$ cat config.mk
export PLATFORM = sky130hd
export DESIGN_NAME = ecc_104_enc_wr
export DESIGN_NICKNAME = d
export VERILOG_FILES = /design/src/rtl/ecc_104_enc_wr.sv
export SDC_FILE = /design/constraint.sdc
export NUM_CORES = 1
export LEC_CHECK = 0
export ABC_CLOCK_PERIOD_IN_PS = 5700
export CORE_UTILIZATION = 46
export DETAILED_ROUTE_END_ITERATION = 10
export PLACE_DENSITY_LB_ADDON = 0.12
export SYNTH_ARGS = -nofsm -noshare
export SYNTH_HDL_FRONTEND = slang
export SYNTH_SLANG_ARGS = --single-unit
$ cat constraint.sdc
create_clock -name clk -period 5.7 [get_ports clk]
set_input_delay 1.14 -clock clk [delete_from_list [all_inputs] [get_ports clk]]
set_output_delay 1.14 -clock clk [all_outputs]
set_load 0.02 [all_outputs]
$ cat src/rtl/ecc_104_enc_wr.sv
// Write-side SECDED encoder for 104-bit FIFO/RAM words.
// Duplicated encoders are cross-checked, with bounded retry and fault flagging.
//
// Ports:
//   clk, rst           clock, asynchronous active-high reset
//   ecc_fault_detc_en  enable comparison of the two encoders
//   bypass             force parity_out to 0, skip comparison
//   fault_inj          invert bit 0 of encoder-1 parity (test hook)
//   fault_cnt_clr      synchronous clear of fault_cnt
//   in_valid/in_ready  input handshake, data_in word
//   out_valid/out_ready output handshake, data_out + parity_out
//   out_fault          current output produced after exhausting retries
//   ecc_fault          one-cycle pulse when a fault is declared
//   fault_cnt          saturating count of declared faults

module ecc_104_enc_core #(
    parameter int DATA_WIDTH   = 104,
    parameter int PARITY_WIDTH = 8
) (
    input  logic [DATA_WIDTH-1:0]   data,
    output logic [PARITY_WIDTH-1:0] parity
);

    // Data bit k sits at the k-th non-power-of-two position (3, 5, 6, 7, 9 ...).
    function automatic logic [7:0] secded(input logic [103:0] d);
        logic [6:0] h;
        logic       p;
        int         k;
        h = '0;
        k = 0;
        for (int pos = 1; pos < 112; pos++) begin
            if ((pos & (pos - 1)) != 0) begin
                for (int i = 0; i < 7; i++) begin
                    if (pos[i]) begin
                        h[i] = h[i] ^ d[k];
                    end
                end
                k++;
            end
        end
        p = (^d) ^ (^h);
        return {p, h};
    endfunction

    assign parity = secded(data);

endmodule

module ecc_104_enc_wr #(
    parameter int DATA_WIDTH   = 104,
    parameter int PARITY_WIDTH = 8,
    parameter int MAX_RETRY    = 2,
    parameter int CNT_WIDTH    = 8
) (
    input  logic                    clk,
    input  logic                    rst,
    input  logic                    ecc_fault_detc_en,
    input  logic                    bypass,
    input  logic                    fault_inj,
    input  logic                    fault_cnt_clr,
    input  logic                    in_valid,
    output logic                    in_ready,
    input  logic [DATA_WIDTH-1:0]   data_in,
    output logic                    out_valid,
    input  logic                    out_ready,
    output logic [DATA_WIDTH-1:0]   data_out,
    output logic [PARITY_WIDTH-1:0] parity_out,
    output logic                    out_fault,
    output logic                    ecc_fault,
    output logic [CNT_WIDTH-1:0]    fault_cnt
);

    localparam int RW = $clog2(MAX_RETRY + 1);

    typedef enum logic [1:0] {
        IDLE = 2'd0,
        CALC = 2'd1,
        OUT  = 2'd2
    } state_t;

    state_t                  state;
    logic [DATA_WIDTH-1:0]   data_reg;
    logic [PARITY_WIDTH-1:0] parity_reg;
    logic [RW-1:0]           retry_cnt;
    logic [PARITY_WIDTH-1:0] enc0;
    logic [PARITY_WIDTH-1:0] enc1_raw;
    logic [PARITY_WIDTH-1:0] enc1;
    logic                    match;
    logic                    retry_left;
    logic                    declare;

    ecc_104_enc_core #(
        .DATA_WIDTH  (DATA_WIDTH),
        .PARITY_WIDTH(PARITY_WIDTH)
    ) u_enc0 (
        .data  (data_reg),
        .parity(enc0)
    );

    ecc_104_enc_core #(
        .DATA_WIDTH  (DATA_WIDTH),
        .PARITY_WIDTH(PARITY_WIDTH)
    ) u_enc1 (
        .data  (data_reg),
        .parity(enc1_raw)
    );

    assign enc1 = enc1_raw ^ {{(PARITY_WIDTH-1){1'b0}}, fault_inj};

    assign match      = (enc0 == enc1) || !ecc_fault_detc_en || bypass;
    assign retry_left = retry_cnt < RW'(MAX_RETRY);
    assign declare    = (state == CALC) && !match && !retry_left;

    assign in_ready   = (state == IDLE) || ((state == OUT) && out_ready);
    assign out_valid  = (state == OUT);
    assign data_out   = data_reg;
    assign parity_out = parity_reg;

    always_ff @(posedge clk or posedge rst) begin
        if (rst) begin
            state      <= IDLE;
            data_reg   <= '0;
            parity_reg <= '0;
            retry_cnt  <= '0;
            out_fault  <= 1'b0;
            ecc_fault  <= 1'b0;
            fault_cnt  <= '0;
        end else begin
            ecc_fault <= 1'b0;
            unique case (state)
                IDLE: begin
                    if (in_valid) begin
                        data_reg  <= data_in;
                        retry_cnt <= '0;
                        state     <= CALC;
                    end
                end
                CALC: begin
                    if (match) begin
                        parity_reg <= bypass ? '0 : enc0;
                        out_fault  <= 1'b0;
                        state      <= OUT;
                    end else if (retry_left) begin
                        retry_cnt <= retry_cnt + 1'b1;
                    end else begin
                        parity_reg <= enc0;
                        out_fault  <= 1'b1;
                        ecc_fault  <= 1'b1;
                        state      <= OUT;
                    end
                end
                OUT: begin
                    if (out_ready) begin
                        if (in_valid) begin
                            data_reg  <= data_in;
                            retry_cnt <= '0;
                            state     <= CALC;
                        end else begin
                            state <= IDLE;
                        end
                    end
                end
                default: state <= IDLE;
            endcase

            // Clear wins over a same-cycle increment.
            if (fault_cnt_clr) begin
                fault_cnt <= '0;
            end else if (declare && (fault_cnt != {CNT_WIDTH{1'b1}})) begin
                fault_cnt <= fault_cnt + 1'b1;
            end
        end
    end

endmodule

# ---- Word level (Yosys, flattened, before mapping)
# Cells that the tools add are included.
dict set report op_classes {
  n_mux 24
  n_reduce_logical 20
  bitwise_logic 356
  addsub 2
  eq_ne 10
  order_cmp 1
}
# op count
set ops {}
lappend ops {{1-bit bitwise XOR} 355}
lappend ops {{104-bit 2-to-1 mux} 2}
lappend ops {{104-bit case mux with 2 select lines} 1}
lappend ops {{104-bit parity} 1}
lappend ops {{8-bit 2-to-1 mux} 5}
lappend ops {{2-bit 2-to-1 mux} 8}
lappend ops {{2-bit case mux with 3 select lines} 2}
lappend ops {{8-bit by 1-bit adder with 8-bit output, second input constant} 1}
lappend ops {{8-bit equality test} 1}
lappend ops {{2-bit inequality test, second input constant} 4}
lappend ops {{8-bit inequality test, second input constant} 1}
lappend ops {{8-bit by 1-bit bitwise XOR with 8-bit output} 1}
lappend ops {{7-bit parity} 1}
lappend ops {{1-bit 2-to-1 mux} 6}
lappend ops {{1-bit logical AND} 4}
lappend ops {{2-bit AND reduction} 2}
lappend ops {{4-bit AND reduction} 1}
lappend ops {{2-bit nonzero test} 2}
lappend ops {{1-bit zero test} 3}
lappend ops {{1-bit logical OR} 3}
lappend ops {{3-bit inequality test, second input constant} 1}
lappend ops {{3-bit AND reduction} 1}
lappend ops {{3-bit nonzero test} 1}
lappend ops {{2-bit by 1-bit adder with 2-bit output, second input constant} 1}
lappend ops {{5 further kinds} 5}
dict set report word_totals {
  out_inout_bits 124
  elab_cells 420
  ff_bits 126
}

# ---- Depth between registers and ports, before layout
dict set report depth {
  ltp_word 66
  depth_mapped 9
  mapped_depth_nobuf 9
}

# ---- By module
# From an unflattened synthesis, not the netlist that was laid out.
dict set report unflattened {
  hier_cells 949
  hier_area_um2 9372.7
}
# module seq_area_each_um2 cells_each n_inst area_per_inst_um2
set by_module_without_submodules {}
lappend by_module_without_submodules {ecc_104_enc_wr 3153.0 553 1 5088.6}
lappend by_module_without_submodules {ecc_104_enc_core 0.0 198 2 2142.1}

# ---- Worst setup path after synthesis
# No wires, ideal clock.
dict set report synth_path {
  kind {register to register}
  start {register data_reg[49], in the netlist data_out[49]}
  end {register parity_reg[7], in the netlist parity_out[7]}
  path_slack_ps 2560
  required_time_ps 5579
  setup_time_ps 121
  n_path_buf 0
  synth_period_minus_slack_ps 3140
  stages_incl_launch_ff 10
  arrival_time_ps 3019
  path_cell_list {dfrtp_1 xnor3_1 xnor2_1 xnor3_1 xnor3_2 xnor3_1 xnor2_2 xnor2_1 xor3_1 a22o_1}
}
dict set report synth_between {
  elab_chain_len 40
}
# item line_no
set synth_lines {}
lappend synth_lines {{from (decl)} 82} ;# logic [DATA_WIDTH-1:0] data_reg;
lappend synth_lines {{from (signal assigned)} 133} ;# data_reg <= data_in;
lappend synth_lines {{from (signal assigned)} 155} ;# data_reg <= data_in;
lappend synth_lines {{1-bit bitwise XOR (32 in series)} 35} ;# h[i] = h[i] ^ d[k];
lappend synth_lines {{7-bit parity} 41} ;# p = (^d) ^ (^h);
lappend synth_lines {{1-bit bitwise XOR} 41}
lappend synth_lines {{8-bit by 1-bit bitwise XOR with 8-bit output} 108} ;# assign enc1 = enc1_raw ^ {{(PARITY_WIDTH-1){1'b0}}, fault_inj};
lappend synth_lines {{8-bit equality test} 110} ;# assign match = (enc0 == enc1) || !ecc_fault_detc_en || bypass;
lappend synth_lines {{1-bit logical OR (2 in series)} 110}
lappend synth_lines {{2-bit inequality test (no line)} n/a}
lappend synth_lines {{2-bit AND reduction (no line)} n/a}
lappend synth_lines {{to (signal assigned)} 140} ;# parity_reg <= bypass ? '0 : enc0;
lappend synth_lines {{to (signal assigned)} 146} ;# parity_reg <= enc0;
lappend synth_lines {{to (decl)} 83} ;# logic [PARITY_WIDTH-1:0] parity_reg;
# Several ways; a longest one is shown, not always the timed one. The select of a mux whose other input is x is not followed.
# A chain may end at the register's enable or synchronous reset.

# ---- Worst setup path after layout
dict set report layout_path {
  start {input out_ready}
  end {output in_ready}
}
dict set report layout_between {
  elab_chain_len 2
}
# item line_no
set layout_lines {}
lappend layout_lines {{from (decl)} 65} ;# input logic out_ready,
lappend layout_lines {{1-bit logical AND} 114} ;# assign in_ready = (state == IDLE) || ((state == OUT) && out_ready);
lappend layout_lines {{1-bit logical OR} 114}
lappend layout_lines {{to (decl)} 62} ;# output logic in_ready,
# Every way passes these cells.

==> flow_metrics.tcl <==
set metrics [dict create \
    outcome "completed" \
    crit_required_ns 4.56 \
    regToRegStartpoint "data_out[50]" \
    hold_path_class "flip-flop to flip-flop" \
    setup.worst_path.start_class "input port" \
    cts_tree "built" \
    track_usage_pct 25.0 \
    dpl_cell_area_um2 9390 \
    gp_congestion 0.801 \
    ys_ff_latch 126 \
    synthDistinctLibCells 29 \
    clk_latency_ns 0.42 \
    setup_viol 0 \
    die_w_um 124 \
    drtPass1Iterations 4 \
    cts_num_sinks 126 \
    synth_area_leaders "dfrtp_1 46%, xnor2_1 20%, nand2_1 17%" \
    crit_arrival_ns 2.71 \
    area_growth_pct 44.7 \
    yosysSeqAreaShare_pct 45.9 \
    drt_iter0_markers 324 \
    port_buffers 235 \
    max_clock_freq_ghz 0.260 \
    cts-resized-gates 0 \
    ios 236 \
    grt_pass1_wl_mm 28.2 \
    final_area_um2 9930 \
    clock-root-buffer "clkbuf_16" \
    timing.setup.tns_ns 0 \
    drcViolationCount 0 \
    syn_inst 724 \
    final_util_pct 68.3 \
    wl_per_cell_um 16.1 \
    yosys.area.top_type "dfrtp_1" \
    cap_viol_max_count 0 \
    vias 5456 \
    min_period_ns 3.85 \
    wirelength_mm 18.5 \
    netlist_area_um2 6860 \
    cts_buffers 17 \
    syn_area_per_cell_um2 9.48 \
    grt_pass1_vias 5370 \
    period_share_pct 67.5 \
    die_h_um 124 \
    finalHoldViolations 0 \
    synth_nets 837 \
    clk_pin_slew_ns 0.05 \
    initial_core_util_pct 47.2 \
    yosysWarnings 0 \
    core_area_um2 14500 \
    tightest_slew_ns 1.16 \
    die_area_um2 15400 \
    finalClockSkew_ns 0.00558 \
    via_per_inst 4.74 \
    postRouteAntennaNets 0 \
    slew_viol_final 0 \
    path_class "input port to output pin" \
    min-delay-start "retry_cnt[0]" \
    rsz0062_at_grt "no" \
    cp-startpoint "out_ready" \
    htreeDepth 4 \
    nNetsFinal 1069 \
    slew_headroom_pct 22.6 \
    n_fill_cell 1202 \
    rows 44 \
    clockBufferDepth 2 \
    drive_gt1_share_pct 3.62 \
    endpoint_kind "output pin" \
    cp_max_fo 3 \
    gr-total-overflow 0 \
    dp_hpwl_mm 13.3 \
    antenna_found_initial 0 \
    synthDominantCellAreaShare_pct 45.9 \
    antennaDiodeCount 0 \
    cts_setup_buffers 0 \
    grt_max_degree 108 \
    cts_hold_buf 0 \
]
[cell families (layout without fill, tap and decap cells)]
| logic type | Yosys count | in the layout | synth area share (%) |
|---|---|---|---|
| AO/OA/AOI/OAI | 20 | 20 | 2.01 |
| AND/OR/NAND/NOR | 340 | 340 | 19.1 |
| XOR/XNOR | 209 | 209 | 31.1 |
| flip-flops | 126 | 126 | 45.9 |
| multiplexers | 1 | 1 | 0.146 |
| buffers and inverters | 27 | 271 | 1.48 |
| adder cells (fa/ha/maj) | 1 | 1 | 0.182 |
[cell usage after synthesis]
cell	instances
inv_1	3
a22o_1	8
nand2b_1	1
a21oi_1	5
o21ai_1	1
or3_1	2
xnor3_1	19
dfrtp_1	126
nor2_1	7
clkbuf_1	17
o21ai_0	4
buf_1	7
nor2b_1	3
ha_1	1
nand3b_1	1
nand3_1	2
xnor3_2	1
xor3_1	1
xor2_2	1
xnor2_2	1
a21bo_2	1
o21a_1	1
and2_1	2
xnor2_1	153
mux2i_1	1
xor2_1	33
and3_1	1
nand2_1	318
nand4_1	3
[cell type report]
cell class,instances,area (µm²),area share [%]
tap,184,230,2.32
sequential,126,3150,31.7
clock buffer,25,485,4.89
timing repair buffer,237,2370,23.8
inverter,3,16.3,0.164
multi-input combinational,571,3620,36.4
clock inverter,6,60.1,0.605
[stage by stage]
stage,hold WS [ns],cells,worst slack (ns)
6_report,0.492,1152,1.85
5_1_grt,0.530,1152,1.74
4_1_cts,0.499,1152,1.82
3_5_place_dp,0.490,1121,1.84
3_3_place_gp,0.480,1121,1.83
2_1_floorplan,0.458,724,1.20
[sequential cells by signal, indices dropped and copies added (netlist names)]
signal,cells
data_out,104
fault_cnt,8
parity_out,8
retry_cnt,2
state,2
ecc_fault,1
out_fault,1
[layer usage]
layer	GRT usage (%)	wire length, µm	vias to the layer above
li1	-	-	2708
met1	31.5	7910	2570
met2	41.9	9300	163
met3	7.10	1140	15
met4	6.40	170	0
met5	0	0	-
[cell usage in the layout (no fill, tap or decap), drive strengths merged, types with 5 or more instances in the layout]
master and count:
nand2 318, clkdlybuf4s50 235, xnor2 154, dfrtp 126, xor2 34, clkbuf 25
xnor3 20, a22o 8, nor2 7, a21oi 5, o21ai 5
[worst max-delay path, cell delays in order]
cell and delay (ns):
clkdlybuf4s50_1 0.45, inv_1 0.05, a21oi_1 0.38, clkdlybuf4s50_1 0.69
[path summary, 6_finish.rpt]
check / depth (start not counted) / slack (ns) / end
worst max-delay path: 4 / 1.85 / in_ready
worst min-delay path: 1 / 0.49 / retry_cnt[0]
worst max register to register: 9 / 2.38 / parity_out[7]
worst min register to register: 1 / 0.49 / retry_cnt[0]
max in group asynchronous: 3 / 3.43 / data_out[12]
min in group asynchronous: 2 / 1.29 / data_out[43]
Power is left out: the tool's default activity adds up to more than one toggle a clock period on the data nets, which glitch-free logic cannot reach.
